**config.mk**
```make
export PLATFORM = sky130hd
export DESIGN_NAME = iob_reset_sequencer
export DESIGN_NICKNAME = d
export VERILOG_FILES = /design/src/rtl/iob_reset_sequencer.sv
export SDC_FILE = /design/constraint.sdc
export NUM_CORES = 1
export LEC_CHECK = 0
export CAP_MARGIN = 30
export CORE_MARGIN = 2
export CORE_UTILIZATION = 35
export DETAILED_ROUTE_END_ITERATION = 16
export PLACE_DENSITY = 0.59
export SYNTH_ARGS = -nofsm -noshare
export SYNTH_HDL_FRONTEND = slang
export SYNTH_SLANG_ARGS = --single-unit
```
**constraint.sdc**
```tcl
create_clock -name clk_i -period 3.1 [get_ports clk_i]
set_clock_uncertainty 0.05 [all_clocks]
set_input_delay 0.775 -clock clk_i [delete_from_list [all_inputs] [get_ports clk_i]]
set_output_delay 0.775 -clock clk_i [all_outputs]
set_load 0.03 [all_outputs]
```
**src/rtl/iob_reset_sequencer.sv**
```systemverilog
// Staged reset sequencer: holds N_CH active-high resets, then releases them in index
// order once each channel's readiness input has been stable, with a watchdog per channel.
module iob_reset_sequencer #(
    parameter int N_CH         = 4,
    parameter int CNT_W        = 16,
    parameter int START        = 5,
    parameter int DURATION     = 10,
    parameter int STEP         = 4,
    parameter int TIMEOUT      = 1000,
    parameter int LOSS_RESTART = 1
) (
    input  logic                      clk_i,
    input  logic                      rst_i,
    input  logic                      cke_i,
    input  logic                      start_i,
    input  logic [N_CH-1:0]           ready_i,
    output logic [N_CH-1:0]           rst_o,
    output logic                      busy_o,
    output logic                      done_o,
    output logic                      fault_o,
    output logic [$clog2(N_CH):0]     ch_o
);
    localparam int CH_W = $clog2(N_CH) + 1;

    localparam logic [CNT_W-1:0] CNT_MAX    = '1;
    localparam logic [CNT_W-1:0] START_LAST = CNT_W'(START - 1);
    localparam logic [CNT_W-1:0] DUR_LAST   = CNT_W'(DURATION - 1);
    localparam logic [CNT_W-1:0] STEP_LAST  = CNT_W'(STEP - 1);
    localparam logic [CNT_W-1:0] TO_LAST    = CNT_W'(TIMEOUT - 1);

    typedef enum logic [2:0] {
        S_WAIT,
        S_HOLD,
        S_REL,
        S_DONE,
        S_FAULT
    } state_t;

    state_t           state;
    logic [CNT_W-1:0] cnt;
    logic [CNT_W-1:0] wd;
    logic [CH_W-1:0]  ch;
    logic [N_CH-1:0]  rst_q;
    logic             busy_q, done_q, fault_q;

    logic             ready_cur;
    logic [N_CH-1:0]  ch_sel;
    logic             restart;

    function automatic logic [CNT_W-1:0] sat_inc(input logic [CNT_W-1:0] v);
        return (v == CNT_MAX) ? v : v + 1'b1;
    endfunction

    // Decode the active channel without indexing by ch, which reaches N_CH in DONE.
    always_comb begin
        ready_cur = 1'b0;
        ch_sel    = '0;
        for (int k = 0; k < N_CH; k++) begin
            if (ch == CH_W'(k)) begin
                ready_cur = ready_i[k];
                ch_sel[k] = 1'b1;
            end
        end
    end

    assign restart = rst_i
                   | (cke_i & start_i)
                   | (cke_i & (state == S_DONE) & (LOSS_RESTART != 0) & ~(&ready_i));

    always_ff @(posedge clk_i) begin
        if (restart) begin
            state   <= S_WAIT;
            cnt     <= '0;
            wd      <= '0;
            ch      <= '0;
            rst_q   <= '1;
            busy_q  <= 1'b1;
            done_q  <= 1'b0;
            fault_q <= 1'b0;
        end else if (cke_i) begin
            case (state)
                S_WAIT: begin
                    if (cnt == START_LAST) begin
                        state <= S_HOLD;
                        cnt   <= '0;
                    end else begin
                        cnt <= sat_inc(cnt);
                    end
                end
                S_HOLD: begin
                    if (cnt == DUR_LAST) begin
                        state <= S_REL;
                        cnt   <= '0;
                        wd    <= '0;
                        ch    <= '0;
                    end else begin
                        cnt <= sat_inc(cnt);
                    end
                end
                S_REL: begin
                    // A release on the watchdog's last cycle still counts as a release.
                    if (ready_cur && cnt == STEP_LAST) begin
                        rst_q <= rst_q & ~ch_sel;
                        cnt   <= '0;
                        wd    <= '0;
                        ch    <= ch + CH_W'(1);
                        if (ch == CH_W'(N_CH - 1)) begin
                            state  <= S_DONE;
                            busy_q <= 1'b0;
                            done_q <= 1'b1;
                        end
                    end else if (wd == TO_LAST) begin
                        state   <= S_FAULT;
                        busy_q  <= 1'b0;
                        fault_q <= 1'b1;
                    end else begin
                        wd  <= sat_inc(wd);
                        cnt <= ready_cur ? sat_inc(cnt) : '0;
                    end
                end
                S_DONE:  ;
                S_FAULT: ;
                default: begin
                    state  <= S_WAIT;
                    cnt    <= '0;
                    rst_q  <= '1;
                    busy_q <= 1'b1;
                end
            endcase
        end
    end

    assign rst_o   = rst_q;
    assign busy_o  = busy_q;
    assign done_o  = done_q;
    assign fault_o = fault_q;
    assign ch_o    = ch;
endmodule

```
# After elaboration in Yosys (flattened, before gate mapping)
# Cells that the tools add are included.
[word_totals]
regBits = 45
input_bits = 8
output_inout_bits = 10
[classes]
addsub = 3
eq_ne = 20
mux = 35
bitwise = 11
n_reduce_logical = 15
[op_table]
columns = ["cell", "n"]
rows = [
  ["$mux 16", 10],
  ["$pmux 16 s4", 1],
  ["$add 16x1->16 const B", 2],
  ["$eq 16x16->1 const B", 2],
  ["$pmux 16 s2", 1],
  ["$mux 3", 7],
  ["$reduce_and 4->1", 5],
  ["$eq 16x10->1 const B", 1],
  ["$eq 16x2->1 const B", 1],
  ["$eq 16x3->1 const B", 1],
  ["$eq 16x4->1 const B", 1],
  ["$eq 3x2->1 const B", 4],
  ["$ne 3x3->1 const B", 4],
  ["$pmux 3 s4", 1],
  ["$mux 1", 11],
  ["$pmux 4 s2", 1],
  ["$eq 3x1->1 const B", 2],
  ["$logic_not 3->1", 2],
  ["$ne 2x2->1 const B", 3],
  ["$pmux 3 s2", 1],
  ["$reduce_and 3->1", 2],
  ["$reduce_and 6->1", 1],
  ["$reduce_and 5->1", 1],
  ["$and 4x4->4", 1],
  ["12 further kinds", 18],
]

# Longest topological paths before layout
# Gate-level depths: netlist (run 1).
[depth]
depth_word = 9
ltp_mapped = 9
ltp_nobuf = 8

# Worst setup path before layout (run 1)
# No wires, ideal clock.
[synth_timing]
path_type = "register to register"
start = "register ch[0] (netlist: ch_o[0])"
end = "register cnt[11]"
setup_ps = 130
arrival_time_ps = 2428
t_required_ps = 2920
setup_slack_ps = 491
path_stages_with_launch = 10
path_buffers = 1
cell_sequence = "dfxtp_1 -> inv_1 -> ha_1 -> nor2b_1 -> a2111oi_4 -> o211ai_2 -> buf_6 -> a2111oi_4 -> xnor2_1 -> nor3_2"
[synth_between]
elab_chain_len = 9
word_cells_on_any_way = 15
cone_classes = "eq/ne: 4; mux: 8; reduce/logical: 3"
[synth_lines]
columns = ["item", "line", "text"]
rows = [
  ["start, declared", "42", "logic [CH_W-1:0] ch;"],
  ["start signal, assigned", "106", "ch <= ch + CH_W'(1);"],
  ["$logic_not 3->1", "59", "if (ch == CH_W'(k)) begin"],
  ["$mux 1 (3 in a row)", "59", ""],
  ["$mux 1 (*)", "59", ""],
  ["$mux 16", "118", "cnt <= ready_cur ? sat_inc(cnt) : '0;"],
  ["$mux 16", "112", "end else if (wd == TO_LAST) begin"],
  ["$mux 16", "102", "if (ready_cur && cnt == STEP_LAST) begin"],
  ["$pmux 16 s4", "81", "case (state)"],
  ["end signal, assigned", "87", "cnt <= sat_inc(cnt);"],
  ["end signal, assigned", "97", "cnt <= sat_inc(cnt);"],
  ["end signal, assigned", "118", ""],
  ["end, declared", "40", "logic [CNT_W-1:0] cnt;"],
]
# Mark *: on every way between the ends. The rest lies on a longest branch, timed or not. The select of a mux whose other input is x is not followed.
# A chain may end at the register's enable or synchronous reset.

# Final worst setup path (run 1)
[layout_timing]
start = "input ready_i[1]"
end = "register wd[12]"
[layout_between]
elab_chain_len = 6
word_cells_on_any_way = 13
cone_classes = "eq/ne: 2; mux: 5; bitwise: 3; reduce/logical: 3"
[layout_lines]
columns = ["item", "line", "text"]
rows = [
  ["start, declared", "16", "input logic [N_CH-1:0] ready_i,"],
  ["$mux 1 (3 in a row)", "59", ""],
  ["$logic_and 1x1->1", "102", ""],
  ["$ne 3x3->1 (no source line) / $mux 16 (equally long branches)", "--", ""],
  ["$reduce_and 5->1 (no source line) / $pmux 16 s2 (equally long branches)", "--", ""],
  ["end signal, assigned", "117", "wd <= sat_inc(wd);"],
  ["end, declared", "41", "logic [CNT_W-1:0] wd;"],
]
# Several ways; a longest one is shown, not always the timed one.

==> impl_results.md, run 1 <==
* Cts hold-fix bufs at 0
* Top fanout value on the critical path at 9
* Initial antenna violation count at 0
* Slew HR at 0.5456
* Iteration-0 DRC Markers at 112
* DRC at 0
* Fmax at 350.8 MHz
* DR vias at 2576
* IO Port Bufs at 17
* Internal Power at 0.7891 mW
* Switch Pwr at 0.2548 mW
* Worst Tran Pin Value at 0.6797 ns
* Setup crit end kind: flip-flop
* Vias in the first global route at 2454
* Post-Syn Area at 2799 um^2
* Top cells by area, synth: dfxtp_1 32%, nor3_1 4.3%, ha_1 4.0%
* RSZ-0062 raised after global routing: false
* Syn Inst Count at 331
* Yosys warning total at 0
* Tot Pwr at 1.044 mW
* Sw Share at 0.2440
* CP arrival at 3.01 ns
* Critical Setup Path Class: input port to flip-flop
* GPL Wtd Cong at 0.8591
* Max rail drop VDD at 0.0001784 V
* Core outline area at 7727 um^2
* Routed WL at 6866 um
* ANT nets after route at 0
* Diode count at 0
* Sequential cell fraction of total power at 0.560
* Post-route cell area at 3198 um^2
* Top cell type by total area after synthesis: dfxtp_1
* # IOs at 18
* Final core occ at 0.4139
* Post-synth EDFFs at 0
* Initial core utilization at 0.3622
* Setup WS post-layout at 0.2492 ns
* Die ar. at 8728 um^2
* Fin nets at 366
* Place WS at -0.03833 ns
* Post-place instance area at 3102 um^2
* Die Width at 93.43 um
* Final setup fails at 0
* Combinational power share at 0.066
* Area Overhead vs Synth at 14.26%
* Overall Global Routing Usage at 0.1671
* GRT overflow at 0
* Layout cells sized above 1 at 0.1286
* Min Hold Slack at 0.3970 ns
* Seq/Total Area, Yosys at 0.3219
* Asr flop ratio synth at 0
* Detail Placement HPWL at 4885 um
* Rows at 32
* H-Tree Depth at 2
* PD cells at 326.4 nW/um^2
* Worst hold path class: flip-flop to flip-flop
* Final Hold Vio Count at 0
* Critical Path RT at 3.26 ns
* Clock share of power at 0.374
* Netlist cell types at 61
* First-pass GRT wire length at 11850 um
* Post-synth top area share at 0.3219
* Startpoint Class: input port
* Post_cts resized at 0
* Post-DR wirelength/cell at 15.19 um
* Synthesized area per cell at 8.456 um^2
* DRT Pass-1 Iters at 4
* Status: completed
* Largest net degree at the start of global routing at 38
* Clk_lat worst skew at 0.30 ns
* # Post-CTS Setup Buffers at 0
* Clock root cell: clkbuf_8
* Lkg Pwr at 0.9882 nW
* Yosys reg bits at 45
* Number of CTS-inserted buffers at 5
* Main synth FF type: dfxtp_1
* Syn nets at 348
* Die height at 93.43 um
* CTS clk-pin slew, worst paths at 0.09 ns
* Period utilization at 0.9196
* Vias per cell at 5.699
* Clock sink count at 45
* Max Cap Viol at 0
* Final slew viol count at 0
* Max clock buf depth at 2
* Final worst path period need at 2.851 ns
* CTS tree: yes
[cell usage after synthesis (4+ instances only)]
cell type,count
a211oi_1,8
a21o_1,6
a21oi_1,22
a31oi_1,13
and3_1,5
and4_1,4
buf_2,5
clkbuf_1,10
dfxtp_1,45
ha_1,9
inv_1,9
nand2_1,28
nand3_1,17
nand4_1,11
nor2_1,10
nor3_1,24
o211a_1,4
o21a_1,4
o21ai_0,15
o21ai_1,4
or4_1,6
xnor2_1,11
[metrics by stage]
stage,cells,setup TNS [ns]
4_1_cts,452,0
5_1_grt,452,0
2_1_floorplan,331,0
6_report,452,0
3_5_place_dp,444,-0.1117
3_3_place_gp,444,0
[cells in the final DEF (no fill, tap or decap), types with 4 or more instances in the layout]
master	count
a31oi_1	13
clkdlybuf4s50_1	17
a211oi_1	8
xnor2_1	11
o211a_1	4
buf_4	12
a21o_1	6
nor2_1	10
o21ai_0	15
a21oi_1	22
o21ai_1	4
dfxtp_1	45
nand3_1	17
nand4_1	11
inv_1	9
o21a_1	4
ha_1	9
clkbuf_8	6
and3_1	5
or4_1	6
nand2_1	28
and4_1	4
nor3_1	24
[flip-flops by register name, summed over array words and instances (netlist names)]
| signal | cells |
|---|---|
| busy_o | 1 |
| ch_o | 3 |
| cnt | 16 |
| done_o | 1 |
| fault_o | 1 |
| rst_o | 4 |
| state | 3 |
| wd | 16 |
[metal layers]
layer	global-route usage	vias up	share of wire
met4	0.04657	0	0.0099
met1	0.2144	1233	0.48
li1	-	1305	-
met3	0.02981	5	0.028
met2	0.2866	33	0.48
met5	0	-	0
[power by group through the flow]
stage	Sequential (mW)	Clock (mW)	Combinational (mW)
floorplan	0.596	0	0.0450
global placement	0.598	0	0.0675
detailed placement	0.598	0	0.0688
CTS	0.584	0.409	0.0694
global route	0.585	0.430	0.0754
finish	0.584	0.391	0.0690
[cells by family after synthesis]
kind of cell,share of synthesized area
buffers and inverters,0.04381
adders and majority gates,0.04023
and+or+nand+nor,0.2870
xor gates and xnor gates,0.03442
DFF,0.3219
muxes,0.004023
AOI/OAI and AO/OA,0.2687
[critical path: stages]
cell	delay [ns]
clkdlybuf4s50_1	0.47
a21oi_1	0.10
a2111oi_4	0.54
buf_4	0.21
o211ai_1	0.11
nand3_1	0.35
nand3_1	0.16
a221oi_1	0.29
[final timing paths]
kind / slack (ns) / depth (start not counted) / start / endpoint
setup reg to reg: 0.40 / 9 / ch_o[0] / wd[12]
setup / recovery: 0.25 / 8 / ready_i[1] / wd[12]
hold / removal: 0.40 / 2 / fault_o / fault_o
hold reg to reg: 0.40 / 2 / fault_o / fault_o
[layout make-up]
cell class,instances,area [um^2]
inverter,10,37.54
timing repair buffer,29,260.3
clock inverter,2,13.76
clock buffer,6,82.58
multi-input combinational,258,1775
sequential,45,900.9
tap,102,127.6
fill,809,4529
Note: power is estimated with default switching activity, not from simulation.
==> run 2, diff against run 1 <==
--- a/config.mk
+++ b/config.mk
@@ -6,10 +6,10 @@
 export NUM_CORES = 1
 export LEC_CHECK = 0
 export CAP_MARGIN = 30
-export CORE_MARGIN = 2
-export CORE_UTILIZATION = 35
+export CORE_MARGIN = 5
+export CORE_UTILIZATION = 42
 export DETAILED_ROUTE_END_ITERATION = 16
-export PLACE_DENSITY = 0.59
+export PLACE_DENSITY = 0.67
 export SYNTH_ARGS = -nofsm -noshare
 export SYNTH_HDL_FRONTEND = slang
 export SYNTH_SLANG_ARGS = --single-unit
==> impl_results.md, run 2 (same netlist as run 1, synthesis figures left out) <==
* Lkg Pwr at 0.9947 nW (was 0.9882 nW)
* Core outline area at 6422 um^2 (was 7727 um^2)
* Routed WL at 6710 um (was 6866 um)
* Critical Path RT at 3.28 ns (was 3.26 ns)
* Most Crowded Layer GR: met2 (unchanged)
* Vias per cell at 6.162 (was 5.699)
* GR Util met1 at 0.2178 (was 0.2144)
* Fin nets at 366 (unchanged)
* Tot Pwr at 1.117 mW (was 1.044 mW)
* Final slew viol count at 0 (unchanged)
* CTS tree: yes (unchanged)
* Post-place instance area at 3070 um^2 (was 3102 um^2)
* IO Port Bufs at 17 (unchanged)
* HP Start: fault_o (unchanged)
* Rows at 29 (was 32)
* Clock sink count at 45 (unchanged)
* Startpoint Class: input port (unchanged)
* Setup crit end kind: flip-flop (unchanged)
* Die Width at 91.64 um (was 93.43 um)
* Slew HR at 0.5800 (was 0.5456)
* Die height at 91.64 um (was 93.43 um)
* Top fanout value on the critical path at 10 (was 9)
* CP max-delay cell: or4_1 (was a2111oi_4)
* Met2 Resource Use GR at 0.2733 (was 0.2866)
* Iteration-0 DRC Markers at 147 (was 112)
* Final setup fails at 0 (unchanged)
* Vias in the first global route at 2519 (was 2454)
* First-pass GRT wire length at 11960 um (was 11850 um)
* Worst Setup SP: ready_i[1] (unchanged)
* Worst path cell trace: clkdlybuf4s50_1 > a21oi_1 > a2111oi_4 > buf_4 > o21ai_1 > nand2_1 > or4_1 > a31oi_1 (was clkdlybuf4s50_1 > a21oi_1 > a2111oi_4 > buf_4 > o211ai_1 > nand3_1 > nand3_1 > a221oi_1)
* Area Overhead vs Synth at 13.86% (was 14.26%)
* Max clock buf depth at 2 (unchanged)
* H-Tree Depth at 2 (unchanged)
* Detail Placement HPWL at 4884 um (was 4885 um)
* Post_cts resized at 0 (unchanged)
* Period utilization at 0.8821 (was 0.9196)
* CP arrival at 2.92 ns (was 3.01 ns)
* Cts hold-fix bufs at 0 (unchanged)
* Final setup TNS at 0 ns (unchanged)
* Max incr delay on CP at 0.54 ns (about the same)
* Largest net degree at the start of global routing at 23 (was 38)
* Clk_lat worst skew at 0.30 ns (about the same)
* # Post-CTS Setup Buffers at 0 (unchanged)
* Diode count at 0 (unchanged)
* Final worst path period need at 2.734 ns (was 2.851 ns)
* Worst Tran Pin Value at 0.6282 ns (was 0.6797 ns)
* Fmax at 365.7 MHz (was 350.8 MHz)
* GPL Wtd Cong at 0.8708 (was 0.8591)
* Die ar. at 8397 um^2 (was 8728 um^2)
* Critical Setup Path Class: input port to flip-flop (unchanged)
* Clock root cell: clkbuf_8 (unchanged)
* CTS clk-pin slew, worst paths at 0.09 ns (about the same)
* Number of CTS-inserted buffers at 5 (unchanged)
* Number of fill cells at 612 (was 809)
* Most frequent cells in the layout: 45 x dfxtp_1, 28 x nand2_1, 24 x nor3_1, 22 x a21oi_1 (unchanged)
* Area of the multi-input gates at 1775 um^2 (unchanged)
* Most common cell after layout, fill and taps aside: dfxtp_1 (unchanged)
* DRT Pass-1 Iters at 4 (unchanged)
* Overall Global Routing Usage at 0.1682 (was 0.1671)
* Post-route cell area at 3187 um^2 (was 3198 um^2)
* Layout cells sized above 1 at 0.1257 (was 0.1286)
* Max rail drop VDD at 0.0002224 V (was 0.0001784 V)
* # IOs at 18 (unchanged)
* Initial core utilization at 0.4358 (was 0.3622)
* DRC at 0 (unchanged)
* DR vias at 2631 (was 2576)
* GRT overflow at 0 (unchanged)
* GR Util met3 at 0.03519 (was 0.02981)
* Max Cap Viol at 0 (unchanged)
* Worst r2r src: ch_o[0] (unchanged)
* Final core occ at 0.4962 (was 0.4139)
* ANT nets after route at 0 (unchanged)
* PD cells at 350.6 nW/um^2 (was 326.4 nW/um^2)
* Final Hold Vio Count at 0 (unchanged)
* Status: completed (unchanged)
* RSZ-0062 raised after global routing: false (unchanged)
* Post-DR wirelength/cell at 15.71 um (was 15.19 um)
* Initial antenna violation count at 0 (unchanged)
* Worst hold path class: flip-flop to flip-flop (unchanged)
* Register Area at 900.9 um^2 (unchanged)
-- run 2: cell count changes in the layout (fill, tap and decap cells not counted), sizes merged --
| cell | before | now |
|---|---|---|
| bufinv | 0 | 1 |
| clkinv | 2 | 0 |
| clkbuf | 6 | 7 |
-- run 2: metal layers --
layer | routed length (um) | part of all wire | vias to the layer above
met5 | 0 | 0 | -
met4 | 102 | 0.015 | 0
met3 | 328 | 0.049 | 10
met2 | 3140 | 0.47 | 66
met1 | 3138 | 0.47 | 1257
li1 | - | - | 1298
-- run 2: worst max-delay path, delay by kind of cell --
family                 cells  cell delay, ns
AND/OR/NAND/NOR            2            0.81
AO/OA/AOI/OAI              4            0.74
buffers and inverters      2            0.59
-- run 2: report_power, final --
part           internal (mW)  switching [mW]
clock                  0.263           0.202
combinational         0.0288          0.0396
sequential             0.580         0.00405
total                  0.872           0.246
-- run 2: worst paths after layout --
kind              endpoint  slack, ns  cells after the start
setup reg to reg   cnt[15]       0.52                      8
hold / removal     fault_o       0.40                      2
hold reg to reg    fault_o       0.40                      2
setup / recovery    wd[13]       0.37                      8
-- run 2: metrics by stage --
stage,worst slack [ns],instances,hold WS [ns]
after floorplan,0.4914,331,0.4090
after global placement,0.08408,419,0.3822
after detailed placement,0.04404,419,0.3899
after CTS,0.3739,427,0.4047
after global routing,0.1549,427,0.4382
final,0.3656,427,0.4006
-- run 2: layout make-up --
cell class / count / share of cell area
Inverter: 10 / 0.01178
Sequential cell: 45 / 0.2827
Clock buffer: 7 / 0.02709
Multi-Input combinational cell: 258 / 0.5571
Tap cell: 77 / 0.03023
Clock inverter: 1 / 0.009423
Timing Repair Buffer: 29 / 0.08166
==> run 3, diff against run 2 <==
--- a/config.mk
+++ b/config.mk
@@ -8,6 +8,7 @@
 export CAP_MARGIN = 30
 export CORE_MARGIN = 5
 export CORE_UTILIZATION = 42
+export CTS_CLUSTER_SIZE = 25
 export DETAILED_ROUTE_END_ITERATION = 16
 export PLACE_DENSITY = 0.67
 export SYNTH_ARGS = -nofsm -noshare
==> results of run 3 <==
No change in the layout: final DEF, timing and power equal those of run 2.
